**src/rtl/hamming_pkg.sv**
```systemverilog
// Shared definitions for the serial Hamming encoder and its companion decoder:
// FSM states and the constant functions that lay data bits into Hamming positions.
package hamming_pkg;

    typedef enum logic [1:0] {
        IDLE,
        SHIFT,
        DONE
    } state_t;

    localparam int MAX_DATA_W = 57;
    localparam int MAX_PAR_W  = 6;

    // Smallest r with 2^r >= data_w + r + 1.
    function automatic int par_width(input int data_w);
        int r;
        r = 1;
        for (int i = 0; i < 8; i++) begin
            if ((1 << r) < data_w + r + 1) r = r + 1;
        end
        return r;
    endfunction

    // k-th non-power-of-two position of the 1-based Hamming layout (3, 5, 6, 7, 9, ...).
    function automatic int data_pos(input int k);
        int cnt;
        int pos;
        cnt = 0;
        pos = 0;
        for (int p = 3; p < 128; p++) begin
            if ((p & (p - 1)) != 0) begin
                if (cnt == k && pos == 0) pos = p;
                cnt = cnt + 1;
            end
        end
        return pos;
    endfunction

    function automatic logic [MAX_PAR_W-1:0] par_mask(input int k, input int par_w);
        return MAX_PAR_W'(data_pos(k) & ((1 << par_w) - 1));
    endfunction

endpackage

```
**src/rtl/hamming_par_acc.sv**
```systemverilog
// Running parity accumulator: XORs a position mask into the parity register for
// every enabled 1 bit. Shared with the serial decoder's syndrome path.
module hamming_par_acc
    import hamming_pkg::*;
#(
    parameter int PAR_W = 3
) (
    input  logic             clk,
    input  logic             rst_n,
    input  logic             clear,
    input  logic             enable,
    input  logic             din,
    input  logic [PAR_W-1:0] mask,
    output logic [PAR_W-1:0] par
);

    always_ff @(posedge clk or negedge rst_n) begin
        if (!rst_n) begin
            par <= '0;
        end else if (clear) begin
            par <= '0;
        end else if (enable) begin
            par <= par ^ (mask & {PAR_W{din}});
        end
    end

endmodule

```
**src/rtl/hamming_serial_enc.sv**
```systemverilog
// Serial-in systematic Hamming encoder: takes DATA_W bits LSB first and presents
// {ovr (optional), data, par} with a ready/done handshake on the word side.
module hamming_serial_enc
    import hamming_pkg::*;
#(
    parameter int  DATA_W   = 4,
    parameter int  EXTENDED = 0,
    localparam int PAR_W    = par_width(DATA_W),
    localparam int CODE_W   = DATA_W + PAR_W + EXTENDED
) (
    input  logic              clk,
    input  logic              rst_n,
    input  logic              start,
    input  logic              din,
    input  logic              din_valid,
    input  logic              out_ready,
    output logic              ready,
    output logic              done,
    output logic [CODE_W-1:0] dout
);

    localparam int CNT_W = (DATA_W > 1) ? $clog2(DATA_W) : 1;
    localparam int TBL_N = 1 << CNT_W;
    localparam logic [CNT_W-1:0] LAST_CNT = CNT_W'(DATA_W - 1);

    if (DATA_W < 1 || DATA_W > MAX_DATA_W) begin : g_bad_data_w
        $error("hamming_serial_enc: DATA_W=%0d outside 1..%0d", DATA_W, MAX_DATA_W);
    end
    if (EXTENDED != 0 && EXTENDED != 1) begin : g_bad_extended
        $error("hamming_serial_enc: EXTENDED must be 0 or 1");
    end

    state_t             state;
    state_t             state_next;
    logic [CNT_W-1:0]   bit_cnt;
    logic [DATA_W-1:0]  data;
    logic [DATA_W-1:0]  data_next;
    logic [PAR_W-1:0]   par;
    logic [PAR_W-1:0]   par_next;
    logic [PAR_W-1:0]   mask;
    logic [PAR_W-1:0]   mask_tbl [TBL_N];
    logic [CODE_W-1:0]  word;
    logic               clear;
    logic               enable;
    logic               last;

    // Unreachable counter values get a zero mask so the table is fully defined.
    for (genvar k = 0; k < TBL_N; k++) begin : g_mask
        if (k < DATA_W) begin : g_used
            assign mask_tbl[k] = PAR_W'(par_mask(k, PAR_W));
        end else begin : g_pad
            assign mask_tbl[k] = '0;
        end
    end

    assign mask   = mask_tbl[bit_cnt];
    assign clear  = (state == IDLE) && start;
    assign enable = (state == SHIFT) && din_valid;
    assign last   = enable && (bit_cnt == LAST_CNT);

    hamming_par_acc #(
        .PAR_W (PAR_W)
    ) u_par_acc (
        .clk    (clk),
        .rst_n  (rst_n),
        .clear  (clear),
        .enable (enable),
        .din    (din),
        .mask   (mask),
        .par    (par)
    );

    // The final bit is folded in combinationally so dout loads on the same edge.
    always_comb begin
        data_next          = data;
        data_next[bit_cnt] = din;
        par_next           = par ^ (mask & {PAR_W{din}});
    end

    if (EXTENDED != 0) begin : g_ext
        assign word = {^{data_next, par_next}, data_next, par_next};
    end else begin : g_std
        assign word = {data_next, par_next};
    end

    always_ff @(posedge clk or negedge rst_n) begin
        if (!rst_n) begin
            bit_cnt <= '0;
            data    <= '0;
            dout    <= '0;
        end else if (clear) begin
            bit_cnt <= '0;
            data    <= '0;
        end else if (enable) begin
            data    <= data_next;
            bit_cnt <= last ? '0 : bit_cnt + CNT_W'(1);
            if (last) dout <= word;
        end
    end

    always_ff @(posedge clk or negedge rst_n) begin
        if (!rst_n) state <= IDLE;
        else        state <= state_next;
    end

    always_comb begin
        state_next = state;
        ready      = 1'b0;
        done       = 1'b0;
        case (state)
            IDLE: begin
                ready = 1'b1;
                if (start) state_next = SHIFT;
            end
            SHIFT: begin
                if (last) state_next = DONE;
            end
            DONE: begin
                done = 1'b1;
                if (out_ready) state_next = IDLE;
            end
            default: state_next = IDLE;
        endcase
    end

endmodule

```
**config.mk**
```make
export PLATFORM = sky130hd
export DESIGN_NAME = hamming_serial_enc
export DESIGN_NICKNAME = d
export VERILOG_FILES = /design/src/rtl/hamming_pkg.sv /design/src/rtl/hamming_par_acc.sv /design/src/rtl/hamming_serial_enc.sv
export SDC_FILE = /design/constraint.sdc
export NUM_CORES = 1
export LEC_CHECK = 0
export BUFFER_PORTS_ARGS = -buffer_cell sky130_fd_sc_hd__buf_2
export CAP_MARGIN = 40
export CORE_MARGIN = 5
export CORE_UTILIZATION = 47
export CTS_BUF_LIST = sky130_fd_sc_hd__clkbuf_16
export CTS_CLUSTER_SIZE = 8
export DETAILED_ROUTE_END_ITERATION = 7
export HOLD_SLACK_MARGIN = 0.15
export PLACE_DENSITY = 0.71
export SKIP_CTS_REPAIR_TIMING = 1
export SLEW_MARGIN = 10
export SYNTH_ARGS = -nofsm -noshare
export SYNTH_HDL_FRONTEND = slang
export SYNTH_SLANG_ARGS = --single-unit
```
**constraint.sdc**
```tcl
create_clock -name clk -period 1.4 [get_ports clk]
set_input_delay 0.14 -clock clk [delete_from_list [all_inputs] [get_ports clk]]
set_output_delay 0.14 -clock clk [all_outputs]
set_load 0.01 [all_outputs]
```
==> results.toml, run 1 <==
[critical_path]
worst-path-stages = 5
crit_path_max_incr_delay_ns = 0.41
worst-path-buf-inv = 1
crit_family = "flip-flops"
crit_fanout = 4
critPathCaptureType = "flip-flop"
startpoint_type = "flip-flop"
slowest_stage = "dfrtp_1"
reg2reg_depth = 5
worst_ep_required_time_ns = 1.52
path_class = "reg2reg"
cp.arrival_ns = 1.49
cp_cell_sequence = "inv_2 -> ha_2 -> nor2b_2 -> and3b_1 -> a221o_1"

[global_routing]
grt_first_pass_wirelength_um = 2725
grt_antenna_before_repair = 0
grt_overflow_total = 0
grt_max_degree = 18
track_usage_pct = 13.94
grt_pass1_vias = 632

[sta]
period_share_pct = 97.63
min_period_ns = 1.367
hold_viol = 0
tightest_slew_ns = 0.3779
rsz0062_at_grt = "yes"
skew_ns = 0.004124
report.final.slew_viol_count = 0
slew_headroom_pct = 74.81
finalSetupViolCount = 0
fmax_ghz = 0.7316

[synthesis]
synth_cell_type_count = 21
synth_edf_count = 0
ys_top_cells_by_area = "dfrtp_1, a221o_1, nor2b_1"
syn_inst = 83
synth_ff_type = "dfrtp_1"
synth_common_cells = "dfrtp_1, nor2b_1, nand2_1, o21ai_0, a221o_1"
synth-seq-cells = 17
yosysTopAreaCell = "dfrtp_1"
async_flop_share_pct = 100.0
postSynthNetCount = 93
synth_top_area_share_pct = 49.20
yosysSeqAreaShare_pct = 49.20
yosys_warnings = 0
synth_area_um2 = 864.6
synth.avg_cell_area_um2 = 10.42
synth_most_common_cell = "dfrtp_1"

[finish]
nets = 125
layout.core_utilization_pct = 67.53
stdcell_count = 139
antenna_cells = 0
layout-drive-gt1-share_pct = 37.72
fill_cells = 145
syn2layout_area_growth_pct = 36.32

[clock_tree]
tritoncts = "done"
cts_buffers = 3
cts_buffer_depth = 2
clkTransAtPathRegs_ns = 0.05
insertion_delay_ns = 0.25
clock_sinks = 17
htreeDepth = 1
cts_root_buf = "clkbuf_16"

[routing]
routedWlPerCell_um = 12.17
drc_errors = 0
first_pass_iters = 4
ant_nets = 0
drt_iter0_drc = 5
num_vias = 691
vias_per_cell = 4.971
wirelength_um = 1691

[placement]
port_buffers = 14
gp_congestion = 0.7440
dpl.hpwl_um = 1219
post-place-cells = 129

[die]
die_w_um = 52.89
die_h_um = 52.89
io_pins = 15
rows = 15
die-area_um2 = 2797
initial_core_util_pct = 49.53
coreArea_um2 = 1745

[power]
total_power_mw = 2.480
ir_drop_mv = 1.114
p_per_area_nw_per_um2 = 2104
cellLeakagePower_nw = 0.6032

[worst_hold_path]
hp-class = "in2reg"
hold_path_depth = 3

[flow_run]
maxCapViolations = 0

[outcome]
status = "completed"
## cells in the final DEF (no fill, tap or decap)
cell           netlist  routed
a221o_1              6       6
ha_2                 0       4
buf_2                2      15
dfrtp_1             17      17
nand2b_1             1       1
a22o_1               1       1
buf_6                1       1
clkbuf_16            0       3
nand2_1              8       8
or2_4                0       1
buf_4                0      12
nor2_1               3       3
dlygate4sd3_1        0       3
nand3_1              1       1
o21ai_1              0       1
o21ai_0              8       7
xnor2_1              3       3
and3_1               3       3
nor2b_1              9       6
inv_1                3       1
and3b_2              0       1
and3b_1              4       3
inv_2                0       2
nand4b_1             1       1
nor2b_2              0       3
a21oi_1              4       4
clkinv_2             0       1
mux2i_1              2       2
## worst register-to-register path: stages (launching register included)
cell     delay (ns)
dfrtp_1        0.41
inv_2          0.06
ha_2           0.19
nor2b_2        0.13
and3b_1        0.19
a221o_1        0.26
## sequential cells by signal (all words and copies together) (netlist names)
| register | count |
|---|---|
| state | 2 |
| dout | 7 |
| u_par_acc.par | 3 |
| bit_cnt | 2 |
| data | 3 |
## layout make-up
| cell class | instances | area [um^2] | share of cell area, % |
|---|---|---|---|
| Sequential cell | 17 | 425.4 | 36.09 |
| Timing Repair Buffer | 31 | 206.4 | 17.52 |
| Tap cell | 25 | 31.28 | 2.654 |
| Clock inverter | 1 | 5.005 | 0.4246 |
| Inverter | 3 | 11.26 | 0.9554 |
| Multi-Input combinational cell | 59 | 424.2 | 35.99 |
| Clock buffer | 3 | 75.07 | 6.369 |
## per-stage QoR
stage,cell area (um^2),hold slack [ns],setup slack [ns],TNS (ns)
final,1179,0.2206,0.03316,0
after global routing,1179,0.2446,-0.03113,-0.04303
after CTS,1104,-0.1829,-0.04063,-0.07322
after detailed placement,1023,0.08335,-0.02121,-0.02121
after global placement,1023,0.07794,-0.01310,-0.01461
after floorplan,864.6,-0.1556,0.001922,0
## final timing paths
path                                              from                      endpoint  slack (ns)
worst max-delay path            bit_cnt[0]$_DFFE_PN0P_  u_par_acc.par[2]$_DFFE_PN0P_        0.03
worst min-delay path                               din           dout[6]$_DFFE_PN0P_        0.22
worst max register to register  bit_cnt[0]$_DFFE_PN0P_  u_par_acc.par[2]$_DFFE_PN0P_        0.03
worst min register to register     dout[0]$_DFFE_PN0P_           dout[0]$_DFFE_PN0P_        0.47
max in group asynchronous                        rst_n           dout[2]$_DFFE_PN0P_        0.78
min in group asynchronous                        rst_n           dout[4]$_DFFE_PN0P_        0.34
## metal layers
layer / vias up / track usage (%) / part of all wire [%]
met1: 317 / 16.67 / 46
li1: 354 / - / -
met4: 0 / 9.362 / 1.9
met2: 16 / 21.49 / 47
met5: - / 0 / 0
met3: 4 / 3.944 / 5.2
## where the power goes
| group | internal, mW | switching (mW) | leakage, nW |
|---|---|---|---|
| combinational | 0.588 | 0.491 | 0.346 |
| clock | 0.381 | 0.177 | 0.0409 |
| sequential | 0.691 | 0.152 | 0.216 |
| total | 1.66 | 0.820 | 0.603 |
## kinds of logic (layout without fill, tap and decap cells)
kind of cell / count (synthesis) / in the layout / synth area share [%]
simple gates: 31 / 31 / 20.55
compound gates: 19 / 19 / 14.91
flops: 17 / 17 / 49.20
buf+inv: 7 / 38 / 4.196
fa+ha+maj: 4 / 4 / 5.789
xor+xnor: 3 / 3 / 3.040
mux: 2 / 2 / 2.316
Note: power is estimated with default switching activity, not from simulation.
==> inputs of run 2 (changes only) <==
--- a/config.mk
+++ b/config.mk
@@ -8,12 +8,12 @@
 export BUFFER_PORTS_ARGS = -buffer_cell sky130_fd_sc_hd__buf_2
 export CAP_MARGIN = 40
 export CORE_MARGIN = 5
-export CORE_UTILIZATION = 47
+export CORE_UTILIZATION = 45
 export CTS_BUF_LIST = sky130_fd_sc_hd__clkbuf_16
 export CTS_CLUSTER_SIZE = 8
 export DETAILED_ROUTE_END_ITERATION = 7
 export HOLD_SLACK_MARGIN = 0.15
-export PLACE_DENSITY = 0.71
+export PLACE_DENSITY = 0.69
 export SKIP_CTS_REPAIR_TIMING = 1
 export SLEW_MARGIN = 10
 export SYNTH_ARGS = -nofsm -noshare
==> run 2 against run 1 <==
  * Sequential share of layout area is 0.98 points higher
  * Clock skew is 0.0016 ns lower
  * Cell area down 2.7%
  * Clock-buffer cell count unchanged
  * Worst setup slack better by 0.0019 ns
  * Clock power increased by 2%
  * Core utilization down 3.2 points
  * Non-clock buffer count decreased by 3
  * Die area up 3.6%
  * Sequential power fell by 2%
  * Total power decreased by 2.3%
  * Critical path depth stayed put
==> results.toml, run 2 (synthesis results as in run 1) <==
[outcome]
status = "completed"

[sta]
finalSetupViolCount = 0
skew_ns = 0.002535
hold_viol = 0
rsz0062_at_grt = "yes"
tightest_slew_ns = 0.3685
report.final.slew_viol_count = 0
period_share_pct = 97.50
setup_tns_ns = 0
fin_ws_ns = 0.03503
fmax_ghz = 0.7326
slew_headroom_pct = 75.43
min_period_ns = 1.365
hold_slack_ns = 0.1771

[placement]
post-place-cells = 128
dpl.hpwl_um = 1114
dp_slack_ns = 0.007001
port_buffers = 14
gp_congestion = 0.6887

[routing]
drc_errors = 0
first_pass_iters = 4
num_vias = 695
wirelength_um = 1601
routedWlPerCell_um = 11.77
vias_per_cell = 5.110
drt_iter0_drc = 16
ant_nets = 0

[critical_path]
cp.arrival_ns = 1.49
worst_ep_required_time_ns = 1.53
startpoint_type = "flip-flop"
path_class = "reg2reg"
crit_fanout = 3
critPathCaptureType = "flip-flop"

[power]
cellLeakagePower_nw = 0.5946
ir_drop_mv = 1.148
p_per_area_nw_per_um2 = 2111

[finish]
layout.core_utilization_pct = 64.35
largest_reg_flops = 7
mostFrequentLayoutCell = "dfrtp_1"
stdcell_count = 136
regMostFlops = "dout"
final_cell_mix = "dfrtp_1, buf_2, buf_4"
nets = 122
layout-drive-gt1-share_pct = 31.53
antenna_cells = 0
biggestRegsByFlops = "dout (7), data (3), u_par_acc.par (3)"
syn2layout_area_growth_pct = 32.71
fill_cells = 152

[worst_hold_path]
hp-class = "in2reg"

[die]
initial_core_util_pct = 48.49
coreArea_um2 = 1783
rows = 15
die_w_um = 53.83
die-area_um2 = 2898
io_pins = 15
die_h_um = 53.83

[clock_tree]
cts_buffers = 3
htreeDepth = 1
clkTransAtPathRegs_ns = 0.05
cts_root_buf = "clkbuf_16"
tritoncts = "done"
insertion_delay_ns = 0.25
clock_sinks = 17
cts_buffer_depth = 2

[global_routing]
grt_max_degree = 18
grt_antenna_before_repair = 0
track_usage_pct = 13.48
grt_first_pass_wirelength_um = 2663
grt_pass1_vias = 626
grt_overflow_total = 0

[flow_run]
maxCapViolations = 0
-- run 2: cell types whose count changed in the layout (fill, tap and decap cells not counted), moves of 2 or more --
cell   change
inv_1      +2
inv_2      -2
ha_1       +2
ha_2       -2
-- run 2: layer usage --
metal,GRT usage (%),wire (um)
met4,8.936,42
met2,20.36,736
met5,0,0
met3,4.432,110
met1,16.20,712
-- run 2: worst paths after layout --
check | from | end | slack, ns | cells after the start
max in group asynchronous | rst_n | state[0]$_DFFE_PN0P_ | 0.80 | 2
max | bit_cnt[0]$_DFFE_PN0P_ | u_par_acc.par[0]$_DFFE_PN0P_ | 0.04 | 5
min | start | state[0]$_DFFE_PN0P_ | 0.18 | 3
min in group asynchronous | rst_n | dout[0]$_DFFE_PN0P_ | 0.34 | 2
max reg2reg | bit_cnt[0]$_DFFE_PN0P_ | u_par_acc.par[0]$_DFFE_PN0P_ | 0.04 | 5
min reg2reg | dout[2]$_DFFE_PN0P_ | dout[2]$_DFFE_PN0P_ | 0.47 | 2
-- run 2: worst max-delay path, stage by stage (launching register included) --
cell and delay (ns):
dfrtp_1 0.37, inv_1 0.07, ha_1 0.22, nor2b_2 0.15, and3b_1 0.19, a221o_1 0.25
-- run 2: where the power goes --
part,internal (mW),total (mW),switching [mW]
logic,0.552,1.03,0.475
clock network,0.382,0.567,0.185
registers,0.691,0.828,0.138
total,1.63,2.42,0.797
-- run 2: cell type report --
cell class	count	area [um^2]	area share, %
inverter	3	11.26	0.9815
timing repair buffer	28	182.7	15.92
tap	25	31.28	2.726
multi-input combinational	59	416.7	36.31
clock buffer	3	75.07	6.543
clock inverter	1	5.005	0.4362
sequential	17	425.4	37.08
-- run 2: stage by stage --
stage               power, mW  area (um^2)
floorplan               1.462        864.6
global placement        1.781         1016
detailed placement      1.817         1016
CTS                     2.397         1096
global route            2.622         1147
finish                  2.422         1147
